[src/rtl/p2s_chain_tx.sv]
// Parallel-to-serial transmitter for chained 74HC164/595-style shift registers.
// Clear, shift with programmable sclk rate and bit order, latch; one-deep pending queue.
module p2s_chain_tx #(
   parameter int unsigned DATA_BITS   = 64,
   parameter int unsigned CNT_BITS    = 6,
   parameter int unsigned HALF_PERIOD = 1,
   parameter int unsigned HP_BITS     = 4,
   parameter int unsigned DIR         = 1,
   parameter int unsigned CLR_FIRST   = 1
) (
   input  logic                 clk,
   input  logic                 rst,
   input  logic                 start,
   input  logic [DATA_BITS-1:0] pdata,
   output logic                 sclk,
   output logic                 sclrn,
   output logic                 sout,
   output logic                 slatch,
   output logic                 busy,
   output logic                 done,
   output logic                 pend,
   output logic                 overrun
);

   typedef enum logic [2:0] {
      S_IDLE, S_CLEAR, S_SHIFT_LO, S_SHIFT_HI, S_LATCH, S_DONE
   } state_t;

   localparam logic [HP_BITS-1:0]  HP_LAST  = HP_BITS'(HALF_PERIOD - 1);
   localparam logic [CNT_BITS-1:0] BIT_LAST = CNT_BITS'(DATA_BITS - 1);
   localparam state_t             S_FIRST  = (CLR_FIRST != 0) ? S_CLEAR : S_SHIFT_LO;

   state_t               r_state;
   state_t               w_next;
   logic [HP_BITS-1:0]   r_hp;
   logic                 r_clr_ph;
   logic [CNT_BITS-1:0]  r_bit;
   logic [DATA_BITS-1:0] r_shift;
   logic [DATA_BITS-1:0] r_pend_data;
   logic                 r_pend;
   logic                 r_sclk, r_sclrn, r_sout, r_slatch, r_busy, r_done, r_overrun;

   logic                 w_hp_end, w_timed, w_load, w_step;
   logic                 w_pend_take, w_pend_set, w_overrun;
   logic [DATA_BITS-1:0] w_shifted, w_shift_nx;
   logic                 w_out_bit;
   logic                 w_sclk, w_sclrn, w_sout, w_slatch, w_busy, w_done;

   assign w_hp_end = (r_hp == HP_LAST);
   assign w_timed  = (r_state == S_CLEAR) || (r_state == S_SHIFT_LO) ||
                     (r_state == S_SHIFT_HI) || (r_state == S_LATCH);

   // State register
   always_ff @(posedge clk or posedge rst) begin
      if (rst) r_state <= S_IDLE;
      else     r_state <= w_next;
   end

   // Next-state logic; a DONE with work waiting re-enters the frame without an IDLE gap
   always_comb begin
      w_next = r_state;
      case (r_state)
         S_IDLE:     if (start) w_next = S_FIRST;
         S_CLEAR:    if (w_hp_end && r_clr_ph) w_next = S_SHIFT_LO;
         S_SHIFT_LO: if (w_hp_end) w_next = S_SHIFT_HI;
         S_SHIFT_HI: if (w_hp_end) w_next = (r_bit == BIT_LAST) ? S_LATCH : S_SHIFT_LO;
         S_LATCH:    if (w_hp_end) w_next = S_DONE;
         S_DONE:     w_next = (r_pend || start) ? S_FIRST : S_IDLE;
         default:    w_next = S_IDLE;
      endcase
   end

   // Datapath control
   assign w_load      = ((r_state == S_IDLE) && start) ||
                        ((r_state == S_DONE) && (r_pend || start));
   assign w_step      = (r_state == S_SHIFT_HI) && w_hp_end;
   assign w_pend_take = (r_state == S_DONE) && r_pend;
   assign w_pend_set  = start && (r_state != S_IDLE) && (r_state != S_DONE) && !r_pend;
   assign w_overrun   = start && (r_state != S_IDLE) && r_pend;
   assign w_shifted   = (DIR != 0) ? {r_shift[DATA_BITS-2:0], 1'b0}
                                   : {1'b0, r_shift[DATA_BITS-1:1]};
   assign w_shift_nx  = w_load ? (w_pend_take ? r_pend_data : pdata)
                               : (w_step ? w_shifted : r_shift);
   assign w_out_bit   = (DIR != 0) ? w_shift_nx[DATA_BITS-1] : w_shift_nx[0];

   always_ff @(posedge clk or posedge rst) begin
      if (rst) begin
         r_hp        <= '0;
         r_clr_ph    <= 1'b0;
         r_bit       <= '0;
         r_shift     <= '0;
         r_pend_data <= '0;
         r_pend      <= 1'b0;
      end else begin
         if (!w_timed || (w_next != r_state) || w_hp_end) r_hp <= '0;
         else                                             r_hp <= r_hp + HP_BITS'(1);
         if (r_state != S_CLEAR) r_clr_ph <= 1'b0;
         else if (w_hp_end)      r_clr_ph <= 1'b1;
         if (w_load)      r_bit <= '0;
         else if (w_step) r_bit <= r_bit + CNT_BITS'(1);
         r_shift <= w_shift_nx;
         if (w_pend_set) r_pend_data <= pdata;
         if (w_pend_take)     r_pend <= 1'b0;
         else if (w_pend_set) r_pend <= 1'b1;
      end
   end

   // Output decode from next state; sout only changes on entry to SHIFT_LO
   always_comb begin
      w_sclk   = (w_next == S_SHIFT_HI);
      w_sclrn  = (w_next != S_CLEAR);
      w_slatch = (w_next == S_LATCH);
      w_busy   = (w_next != S_IDLE);
      w_done   = (w_next == S_DONE);
      w_sout   = r_sout;
      if (w_next == S_IDLE)
         w_sout = 1'b0;
      else if ((w_next == S_SHIFT_LO) && (r_state != S_SHIFT_LO))
         w_sout = w_out_bit;
   end

   always_ff @(posedge clk or posedge rst) begin
      if (rst) begin
         r_sclk    <= 1'b0;
         r_sclrn   <= 1'b1;
         r_sout    <= 1'b0;
         r_slatch  <= 1'b0;
         r_busy    <= 1'b0;
         r_done    <= 1'b0;
         r_overrun <= 1'b0;
      end else begin
         r_sclk    <= w_sclk;
         r_sclrn   <= w_sclrn;
         r_sout    <= w_sout;
         r_slatch  <= w_slatch;
         r_busy    <= w_busy;
         r_done    <= w_done;
         r_overrun <= w_overrun;
      end
   end

   assign sclk    = r_sclk;
   assign sclrn   = r_sclrn;
   assign sout    = r_sout;
   assign slatch  = r_slatch;
   assign busy    = r_busy;
   assign done    = r_done;
   assign pend    = r_pend;
   assign overrun = r_overrun;

endmodule

[config.mk]
export PLATFORM = sky130hd
export DESIGN_NAME = p2s_chain_tx
export DESIGN_NICKNAME = d
export VERILOG_FILES = /design/src/rtl/p2s_chain_tx.sv
export SDC_FILE = /design/constraint.sdc
export NUM_CORES = 1
export LEC_CHECK = 0
export BUFFER_PORTS_ARGS = -buffer_cell sky130_fd_sc_hd__buf_2
export CAP_MARGIN = 30
export CORE_ASPECT_RATIO = 0.9
export CORE_UTILIZATION = 60
export CTS_CLUSTER_DIAMETER = 80
export DETAILED_ROUTE_END_ITERATION = 8
export PLACE_DENSITY = 0.81
export SETUP_SLACK_MARGIN = 0.15
export SLEW_MARGIN = 20
export SYNTH_ARGS = -nofsm -noshare
export SYNTH_HDL_FRONTEND = slang
export SYNTH_SLANG_ARGS = --single-unit
[constraint.sdc]
create_clock -name clk -period 11.9 [get_ports clk]
set_input_delay 0.595 -clock clk [delete_from_list [all_inputs] [get_ports clk]]
set_output_delay 0.595 -clock clk [all_outputs]
set_load 0.05 [all_outputs]
* Word-level counts from Yosys, hierarchy flattened
Cells that the tools add are included.
** Word-level totals
- Bits in registers :: 150
- Logic and storage cells :: 80
- Input port bits :: 67
- Output and inout bits :: 8
** Operators by class
- Reduce and logical (&&, ||, !) cells :: 28
- Add/sub/neg operators :: 2
- Muxes and demuxes :: 20
- Eq/ne operators :: 15
** Operators with widths (number)
- two-way mux 64 bit :: 3
- two-way mux 3 bit :: 6
- case mux 3 bit (6 select lines) :: 1
- equality test 3 x 2 -> 1 bit (second input constant) :: 4
- equality test 3 bit (second input constant) :: 4
- two-way mux 6 bit :: 2
- logical AND 1 bit :: 10
- nonzero test 2 bit :: 4
- logical OR 1 bit :: 7
- two-way mux 1 bit :: 7
- adder 6 x 1 -> 6 bit (second input constant) :: 1
- equality test 6 bit (second input constant) :: 1
- zero test 3 bit :: 2
- inequality test 3 x 1 -> 1 bit (second input constant) :: 2
- nonzero test 3 bit :: 2
- adder 4 x 1 -> 4 bit (second input constant) :: 1
- zero test 4 bit :: 1
- two-way mux 4 bit :: 1
- equality test 3 x 1 -> 1 bit (second input constant) :: 1
- inequality test 3 x 2 -> 1 bit (second input constant) :: 1
- inequality test 3 bit :: 1
- inequality test 3 bit (second input constant) :: 1
- zero test 1 bit :: 2

* Longest topological paths before layout
Gate-level depths: netlist of run 1.
- Depth after elaboration :: 8
- Depth in mapped cells :: 9
- Gate-level depth less buffers :: 7

* Worst setup path after synthesis of run 1
Ideal clock, no wire load.
- Kind :: flip-flop to flip-flop
- Start point :: register r_hp[0]
- End point :: register r_sout, in the netlist sout
- Clock period less this slack :: 2.420 ns
- Data required time :: 11.821 ns
- Arrival :: 2.341 ns
- Path slack :: 9.480 ns
- Path buffers :: 1
- Setup time :: 0.079 ns
- Stages on the path, launching flop included :: 9
- Cell sequence :: dfrtp_1 > inv_1 > ha_1 > nor3b_2 > mux2_1 > or4_1 > buf_2 > nor4_1 > mux2i_1
** Between the ends
- Longest elaborated chain between the ends :: 7
- Elaborated cells on any way between the ends :: 16
- Those cells by class :: 1 x eq/ne; 9 x mux; 6 x reduce/logical
** RTL lines
- start, declared :: RTL line 35 : logic [HP_BITS-1:0] r_hp;
- start signal, assigned :: RTL line 96 : else r_hp <= r_hp + HP_BITS'(1);
- zero test 4 bit * :: RTL line 49 : assign w_hp_end = (r_hp == HP_LAST);
- logical AND 1 bit :: RTL line 64 : S_CLEAR: if (w_hp_end && r_clr_ph) w_next = S_SHIFT_LO;
- two-way mux 3 bit :: RTL line 64
- case mux 3 bit (6 select lines) * :: RTL line 62 : case (r_state)
- named net w_next[0] :: RTL line 34 : state_t w_next;
- equality test 3 x 2 -> 1 bit :: RTL line 118 : else if ((w_next == S_SHIFT_LO) && (r_state != S_SHIFT_LO))
- logical AND 1 bit :: RTL line 118
- nonzero test 2 bit (no source line)
- end signal, assigned :: RTL line 134 : r_sout <= w_sout;
- end, declared :: RTL line 41 : logic r_sclk, r_sclrn, r_sout, r_slatch, r_busy, r_done, r_overrun;
Mark *: on every way through the listed nets, which the timed path passes. The rest lies on a longest branch. The select of a mux whose other input is x is not followed.
A chain may end at the register's enable or synchronous reset.

* Worst setup path after layout of run 1
- Start point :: register r_state[0]
- End point :: register r_pend_data[60]
** Between the ends
- Longest elaborated chain between the ends :: 4
- Elaborated cells on any way between the ends :: 5
- Those cells by class :: 1 x eq/ne; 4 x reduce/logical
** RTL lines
- start, declared :: RTL line 33 : state_t r_state;
- start signal, assigned :: RTL line 56 : else r_state <= w_next;
- nonzero test 3 bit :: RTL line 78 : assign w_pend_set = start && (r_state != S_IDLE) && (r_state != S_DONE) && !r_pend;
- logical AND 1 bit :: RTL line 78
- logical AND 1 bit * (2 in series) :: RTL line 78
- end signal, assigned :: RTL line 102 : if (w_pend_set) r_pend_data <= pdata;
- end, declared :: RTL line 39 : logic [DATA_BITS-1:0] r_pend_data;
Mark *: on every way between the ends. The rest lies on a longest branch, timed or not.

==> results of run 1 <==
[worst max-delay path: stages (launching register included)]
cell	delay, ns
sky130_fd_sc_hd__dfrtp_1	0.53
sky130_fd_sc_hd__nor2b_1	0.27
sky130_fd_sc_hd__o311ai_4	0.86
sky130_fd_sc_hd__buf_4	0.66
sky130_fd_sc_hd__mux2_2	0.43
[through the flow]
| stage | std cells | worst slack, ns | power [mW] |
|---|---|---|---|
| after floorplan | 585 | 7.270 | 1.266 |
| after global placement | 781 | 8.711 | 1.344 |
| after detailed placement | 785 | 8.998 | 1.399 |
| after CTS | 815 | 8.945 | 1.949 |
| after global routing | 815 | 8.827 | 2.045 |
| final | 815 | 8.954 | 1.933 |
[flip-flops by register name, summed over array words and instances (netlist names)]
signal       count
sout             1
slatch           1
r_pend_data     64
r_shift         64
busy             1
r_clr_ph         1
sclk             1
pend             1
overrun          1
sclrn            1
done             1
r_state          3
r_hp             4
r_bit            6
[where the power goes]
part / internal [mW] / switching [mW]
logic: 0.257 / 0.275
registers: 0.737 / 0.128
clock network: 0.346 / 0.191
total: 1.34 / 0.594
[cell families (layout without fill, tap and decap cells)]
logic type / Yosys count / in the layout
AOI/OAI and AO/OA: 75 / 75
buffers and inverters: 46 / 120
muxes: 194 / 194
DFF: 150 / 150
and+or+nand+nor: 109 / 109
xor gates and xnor gates: 8 / 8
adders and majority gates: 3 / 3
[path summary, 6_finish.rpt]
kind	startpoint	end	slack, ns	cells past startpoint
max	r_state[0]	r_pend_data[60]	8.95	4
min	rst	r_pend_data[40]	0.27	2
max reg2reg	r_state[0]	r_pend_data[60]	8.95	4
min reg2reg	r_pend_data[47]	r_pend_data[47]	0.49	1
max in group asynchronous	rst	r_pend_data[11]	10.46	4
min in group clk	pdata[28]	r_pend_data[28]	0.39	2
[cells in the mapped netlist, drive strengths merged (4+ instances only)]
library cell    n
buf            20
mux2          129
a21oi           4
dfrtp         149
inv             8
nor2           13
mux2i          65
nand2          67
clkbuf         18
o21ai          64
xor2            5
[metal layers]
metal	track usage [%]	share of wire [%]	vias to the layer above	routed length [µm]
met5	0	0	-	0
met4	8.770	1.6	0	210
met3	6.497	4.2	22	546
met2	37.91	49	101	6315
met1	29.90	46	2247	5938
li1	-	-	2185	-
[cell type report]
class / count / area (µm²)
clock buffer: 28 / 536.8
tap: 156 / 195.2
inverter: 8 / 35.03
multi-input combinational: 389 / 3143
sequential: 150 / 3755
clock inverter: 2 / 60.06
fill: 826 / 3269
timing repair buffer: 82 / 486.7
[cell usage in the layout, fill, tap and decap left out, types with 3 or more instances in the layout]
master,instances
sky130_fd_sc_hd__mux2_2,67
sky130_fd_sc_hd__nand4_1,3
sky130_fd_sc_hd__o21ai_1,53
sky130_fd_sc_hd__and2_1,3
sky130_fd_sc_hd__mux2_1,62
sky130_fd_sc_hd__nand2_1,67
sky130_fd_sc_hd__o21ai_0,11
sky130_fd_sc_hd__clkbuf_16,17
sky130_fd_sc_hd__nor2b_1,3
sky130_fd_sc_hd__clkbuf_1,4
sky130_fd_sc_hd__inv_1,7
sky130_fd_sc_hd__nand3_1,3
sky130_fd_sc_hd__buf_4,4
sky130_fd_sc_hd__nor2_1,13
sky130_fd_sc_hd__buf_2,74
sky130_fd_sc_hd__clkbuf_8,7
sky130_fd_sc_hd__a21oi_1,3
sky130_fd_sc_hd__xor2_1,5
sky130_fd_sc_hd__ha_1,3
sky130_fd_sc_hd__xnor2_1,3
sky130_fd_sc_hd__dfrtp_1,149
sky130_fd_sc_hd__mux2i_1,65
==> out/summary.log, run 1 <==
[drt] remaining design rule violation count 0
[final_layout] antenna diode instance count 0
[setup_path] critical-path maximum fanout 48
[setup_path] critical path start-end classification register to register
[sta] Min Clock Period, post-route 2.946 ns
[clocking] hold-fix buffer count after cts 0
[pwr] pwr/cell area 235.4 nW/µm²
[global_route] pin count of the biggest net entering global routing 86
[sta] transition time at the pin with the least slew margin 0.9675 ns
[placed_design] cell area reported after detailed placement 7615 µm²
[final_layout] share of the core filled with cells in the final layout 71.52%
[status] run status completed
[floorplanning] Placement Rows 37
[sta] post-route setup TNS 0 ns
[clocking] worst skew pair latency 0.42 ns
[setup_path] worst path required time 12.20 ns
[drt] Detail Route Antenna Nets 0
[logic_synthesis] total of warnings raised by yosys 0
[placed_design] HPWL after detailed placement 8173 µm
[global_route] global-route wire length before repair 21,870 µm
[logic_synthesis] xor/xnor cell area share of the yosys netlist 0.9889%
[logic_synthesis] Synth Area per Inst 12.11 µm²
[global_route] total routing usage reported by global routing 23.43%
[sta] worst max-slew margin expressed relative to the limit 35.35%
[run] MaxCap Viol Count 0
[pwr] Static Leakage 3.761 nW
[clocking] total setup buffers inserted after CTS 0
[clocking] clock transition time at the flip-flop clock pins of the worst setup and hold paths 0.06 ns
[floorplanning] Initial Util 61.72%
[clocking] maximum clock path buffer count 2
[floorplanning] DIE HEIGHT 105.1 µm
[clocking] TritonCTS Buffers 17
[logic_synthesis] async set-or-reset flop fraction in the synthesized netlist 100.0%
[floorplanning] number of top-level pins 75
[sta] unrepaired setup endpoints after global routing no
[floorplanning] die area 12,250 µm²
[logic_synthesis] post-synthesis register bit count 150
[placed_design] Port-buffer cells 74
[logic_synthesis] share of the synthesized area in the top cell type 52.62%
[drt] via count 4,555
[final_layout] synthesis-to-layout area growth 15.89%
[worst_hold_path] classification of the worst-slack hold path input port to asynchronous set/reset pin
[logic_synthesis] portion of netlist area occupied by mux cells 29.68%
[sta] number of max-slew violations in the final report 0
[sta] final number of hold-violating endpoints 0
[sta] number of endpoints failing setup at the final stage 0
[drt] Iteration-0 DRC Markers 363
[floorplanning] Placeable Area 11,480 µm²
[global_route] vias in the first global route 4,672
[logic_synthesis] arithmetic-cell share of the synthesized area counting full adders, half adders and majority gates 0.5298%
[setup_path] kind of start point of the critical path register
[placed_design] final weighted congestion in routability-driven placement 0.8073
[global_route] global route total overflow 0
[logic_synthesis] top cell type by total area after synthesis sky130_fd_sc_hd__dfrtp_1
[sta] highest clock frequency the design can meet 339.4 MHz
[logic_synthesis] cell area after synthesis 7086 µm²
[final_layout] Final #Nets 718
[logic_synthesis] share of the synthesized area in compound gates (AO/OA/AOI/OAI) 5.986%
[logic_synthesis] main combinational cell family by area after synthesis multiplexers
[clocking] # H-tree levels 4
[clocking] Num Clock Sinks 150
[logic_synthesis] Primary FF master, synth sky130_fd_sc_hd__dfrtp_1
[drt] number of detailed-route iterations in the first pass 5
[clocking] clock tree from TritonCTS built
[final_layout] finished layout cell area 8212 µm²
[floorplanning] Die X 116.6 µm
[logic_synthesis] net count after synthesis 655
[clocking] number of gates resized after CTS 0
[sta] post-route clock skew 0.006086 ns
[drt] Vias per Instance 5.589
[logic_synthesis] simple-gate share of the synthesized area 6.993%
[logic_synthesis] number of standard cells after synthesis 585
[logic_synthesis] portion of the post-synthesis area used by sequential elements 52.99%
[pwr] worst ir drop on vdd 0.0001568 V
[sta] smallest hold slack 0.2654 ns
[clocking] Clock Root Buffer sky130_fd_sc_hd__clkbuf_16
[logic_synthesis] synth top area cells sky130_fd_sc_hd__dfrtp_1 (53%), sky130_fd_sc_hd__mux2_2 (11%), sky130_fd_sc_hd__mux2_1 (9.9%), sky130_fd_sc_hd__mux2i_1 (9.2%), sky130_fd_sc_hd__o21ai_1 (3.7%)
[final_layout] fraction of layout cells with a size suffix above 1 27.62%
[logic_synthesis] unique cell type count in the Yosys netlist 40
[sta] final cycle utilization of the critical path 24.76%
[logic_synthesis] number of flops mapped to enable cells by yosys 0
[drt] average detailed-routed wire length per instance 15.96 µm
[drt] post-detailed-routing wire length 13,010 µm
[global_route] initial antenna violation count 0
[setup_path] critical path capture point type register
[setup_path] crit path DAT 3.25 ns
Note: power is estimated with default switching activity, not from simulation.
==> inputs of run 2 (changes only) <==
CORE_UTILIZATION = 53   (was 60)
PLACE_DENSITY = 0.76   (was 0.81)
clock period = 2.5 ns   (was 11.9 ns; I/O delays follow)
==> run 2 against run 1 <==
Sequential cell count unchanged. Cell count increased by 9.7%. Sequential power increased to 4.7 times the previous value. Non-clock buffer count increased by 69. Global-route usage decreased by 2.3 points. First-iteration DRC count decreased by 25%. Die area increased by 13%. Setup slack got worse by 8.7 ns. Worst hold slack got worse by 0.24 ns. Critical endpoint is now sout.
==> out/summary.log, run 2 (synthesized netlist as in run 1, its figures left out) <==
[setup_path] cells along the critical path inv_1 -> ha_1 -> nor3b_4 -> mux2_1 -> or4_4 -> nor4_2 -> mux2i_1
[clocking] Clock Root Buffer sky130_fd_sc_hd__clkbuf_16
[sta] transition time at the pin with the least slew margin 0.7689 ns [-0.1986 ns]
[final_layout] top library cells by usage in the layout, fill and taps aside sky130_fd_sc_hd__dfrtp_1 (149), sky130_fd_sc_hd__buf_2 (74), sky130_fd_sc_hd__nand2_1 (67), sky130_fd_sc_hd__mux2_2 (67)
[setup_path] launching point of the worst reg2reg path r_hp[0]
[sta] final cycle utilization of the critical path 90.08% [+65 points]
[setup_path] launching instance or port of the critical path r_hp[0]
[drt] Iteration-0 DRC Markers 271 [-25%]
[sta] number of endpoints failing setup at the final stage 0 [unchanged]
[setup_path] reg2reg path depth 7 [+3]
[setup_path] worst reg2reg path endpoint sout
[global_route] total routing usage reported by global routing 21.13% [-2.3 points]
[clocking] # H-tree levels 4 [unchanged]
[final_layout] share of the core filled with cells in the final layout 69.25% [-2.3 points]
[sta] final number of hold-violating endpoints 0 [unchanged]
[final_layout] most frequent standard cell in the layout excluding fill and tap cells sky130_fd_sc_hd__dfrtp_1
[setup_path] reg-to-reg setup timing slack 0.25 ns [-8.71 ns]
[placed_design] final weighted congestion in routability-driven placement 0.8247 [+2.2%]
[setup_path] CP max stage cell sky130_fd_sc_hd__or4_4
[sta] unrepaired setup endpoints after global routing yes
[global_route] vias in the first global route 4,901 [+4.9%]
[clocking] Num Clock Sinks 150 [unchanged]
[pwr] pwr/cell area 1043 nW/µm² [+340%]
[floorplanning] Placeable Area 12,880 µm² [+12%]
[final_layout] fraction of layout cells with a size suffix above 1 26.03% [-1.6 points]
[worst_hold_path] startpoint of the tightest hold check path start
[placed_design] Port-buffer cells 74 [unchanged]
[global_route] pin count of the biggest net entering global routing 151 [+76%]
[setup_path] worst path required time 2.84 ns [-9.36 ns]
[setup_path] crit path DAT 2.60 ns [-0.65 ns]
[status] run status completed
[pwr] Power Total 9.304 mW [+380%]
[floorplanning] Initial Util 55.00% [-6.7 points]
[sta] worst max-slew margin expressed relative to the limit 48.74% [+13 points]
[drt] remaining design rule violation count 0 [unchanged]
[final_layout] number of standard cells in the layout, taps in and fillers out 894 [+9.7%]
[worst_hold_path] classification of the worst-slack hold path input port to register
[drt] Vias per Instance 5.292 [-5.3%]
[setup_path] critical-path maximum fanout 5 [-90%]
[sta] Min Clock Period, post-route 2.252 ns [-0.6943 ns]
[global_route] initial antenna violation count 0 [unchanged]
[global_route] global route total overflow 0 [unchanged]
[clocking] worst skew pair latency 0.42 ns [about the same]
[run] MaxCap Viol Count 0 [unchanged]
[setup_path] critical path capture point type register
[drt] via count 4,731 [+3.9%]
[sta] post-route setup TNS 0 ns [unchanged]
[sta] smallest hold slack 0.02566 ns [-0.2397 ns]
[floorplanning] number of top-level pins 75 [unchanged]
[final_layout] antenna diode instance count 0 [unchanged]
[drt] number of detailed-route iterations in the first pass 4 [-1]
[setup_path] critical path start-end classification register to register
[final_layout] biggest regs r_pend_data: 64 flops, r_shift: 64 flops, r_bit: 6 flops
[setup_path] stage delay of the slowest cell on the critical path 0.55 ns [-0.31 ns]
[floorplanning] Placement Rows 39 [+5.4%]
[setup_path] kind of start point of the critical path register
[worst_hold_path] endpoint with the worst hold slack overrun
[pwr] worst ir drop on vdd 0.0008086 V [+420%]
[drt] post-detailed-routing wire length 13,290 µm [+2.1%]
[placed_design] HPWL after detailed placement 7873 µm [-3.7%]
[drt] average detailed-routed wire length per instance 14.86 µm [-6.9%]
[clocking] maximum clock path buffer count 2 [unchanged]
[final_layout] synthesis-to-layout area growth 25.91%
[pwr] Static Leakage 4.055 nW [+7.8%]
[worst_hold_path] Cells on Worst Hold Path 2
[clocking] TritonCTS Buffers 17 [unchanged]
[placed_design] number of instances in the placed design 796 [+1.4%]
[floorplanning] die area 13,840 µm² [+13%]
[sta] highest clock frequency the design can meet 444.0 MHz [+31%]
[floorplanning] Die X 123.9 µm [+6.3%]
[floorplanning] DIE HEIGHT 111.7 µm [+6.3%]
[clocking] clock tree from TritonCTS built
[final_layout] Final #Nets 787 [+9.6%]
[sta] number of max-slew violations in the final report 0 [unchanged]
[clocking] clock transition time at the flip-flop clock pins of the worst setup and hold paths 0.06 ns [about the same]
[final_layout] final-layout fill cell count 928 [+12%]
[global_route] global-route wire length before repair 22,620 µm [+3.4%]
[sta] post-route clock skew 0.006756 ns [+0.0006698 ns]
[drt] Detail Route Antenna Nets 0 [unchanged]
==> run 2: routing by layer <==
layer / global-route usage [%] / vias to the layer above / part of all wire, %
met5: 0 / - / 0
met4: 6.667 / 0 / 1.1
met3: 5.379 / 13 / 2.8
met2: 35.37 / 63 / 50
met1: 26.63 / 2340 / 46
li1: - / 2315 / -
==> run 2: cell type report <==
type | instances | area [µm²] | share of cell area, %
repair buffers | 151 | 1165 | 13.06
clock buffers | 24 | 481.7 | 5.400
multi-input cells | 389 | 3159 | 35.41
clock inverters | 8 | 121.4 | 1.360
flip-flops and latches | 150 | 3755 | 42.09
well taps | 164 | 205.2 | 2.300
inverters | 8 | 33.78 | 0.3787
==> run 2: metrics by stage <==
| step | cell area [µm²] | worst slack, ns |
|---|---|---|
| after floorplan | 7102 | 0.1737 |
| after global placement | 7652 | 0.1252 |
| after detailed placement | 7652 | 0.02767 |
| after CTS | 8914 | 0.1697 |
| after global routing | 8921 | 0.1083 |
| final | 8921 | 0.2480 |
==> run 2: worst max path at each step <==
stage           end  slack, ns  cells past startpoint
2_1_floorplan  sout       0.17                      8
3_5_place_dp   sout       0.03                      7
4_1_cts        sout       0.17                      7
5_1_grt        sout       0.11                      7
6_report       sout       0.25                      7
3_3_place_gp   sout       0.13                      7
==> run 2: power breakdown <==
| group | leakage [nW] | total, mW | switching (mW) | internal (mW) |
|---|---|---|---|---|
| registers | 1.86 | 4.07 | 0.569 | 3.50 |
| clock network | 0.294 | 2.58 | 0.939 | 1.65 |
| logic | 1.90 | 2.65 | 1.34 | 1.31 |
| total | 4.06 | 9.30 | 2.85 | 6.46 |
==> run 2: critical path, delay by kind of cell (launching register included) <==
kind | cells | cell delay, ns
adder cells (fa/ha/maj) | 1 | 0.15
buffers and inverters | 1 | 0.07
flip-flops | 1 | 0.40
multiplexers | 2 | 0.55
AND/OR/NAND/NOR | 3 | 1.01
==> run 2: repair_timing <==
action                                  4_1_cts  5_1_grt
gates resized for setup                       0        2
hold buffers                                 65        0
buffers inserted                              1        0
endpoints found under the hold margin       110        0
endpoints found under the setup margin        2        6
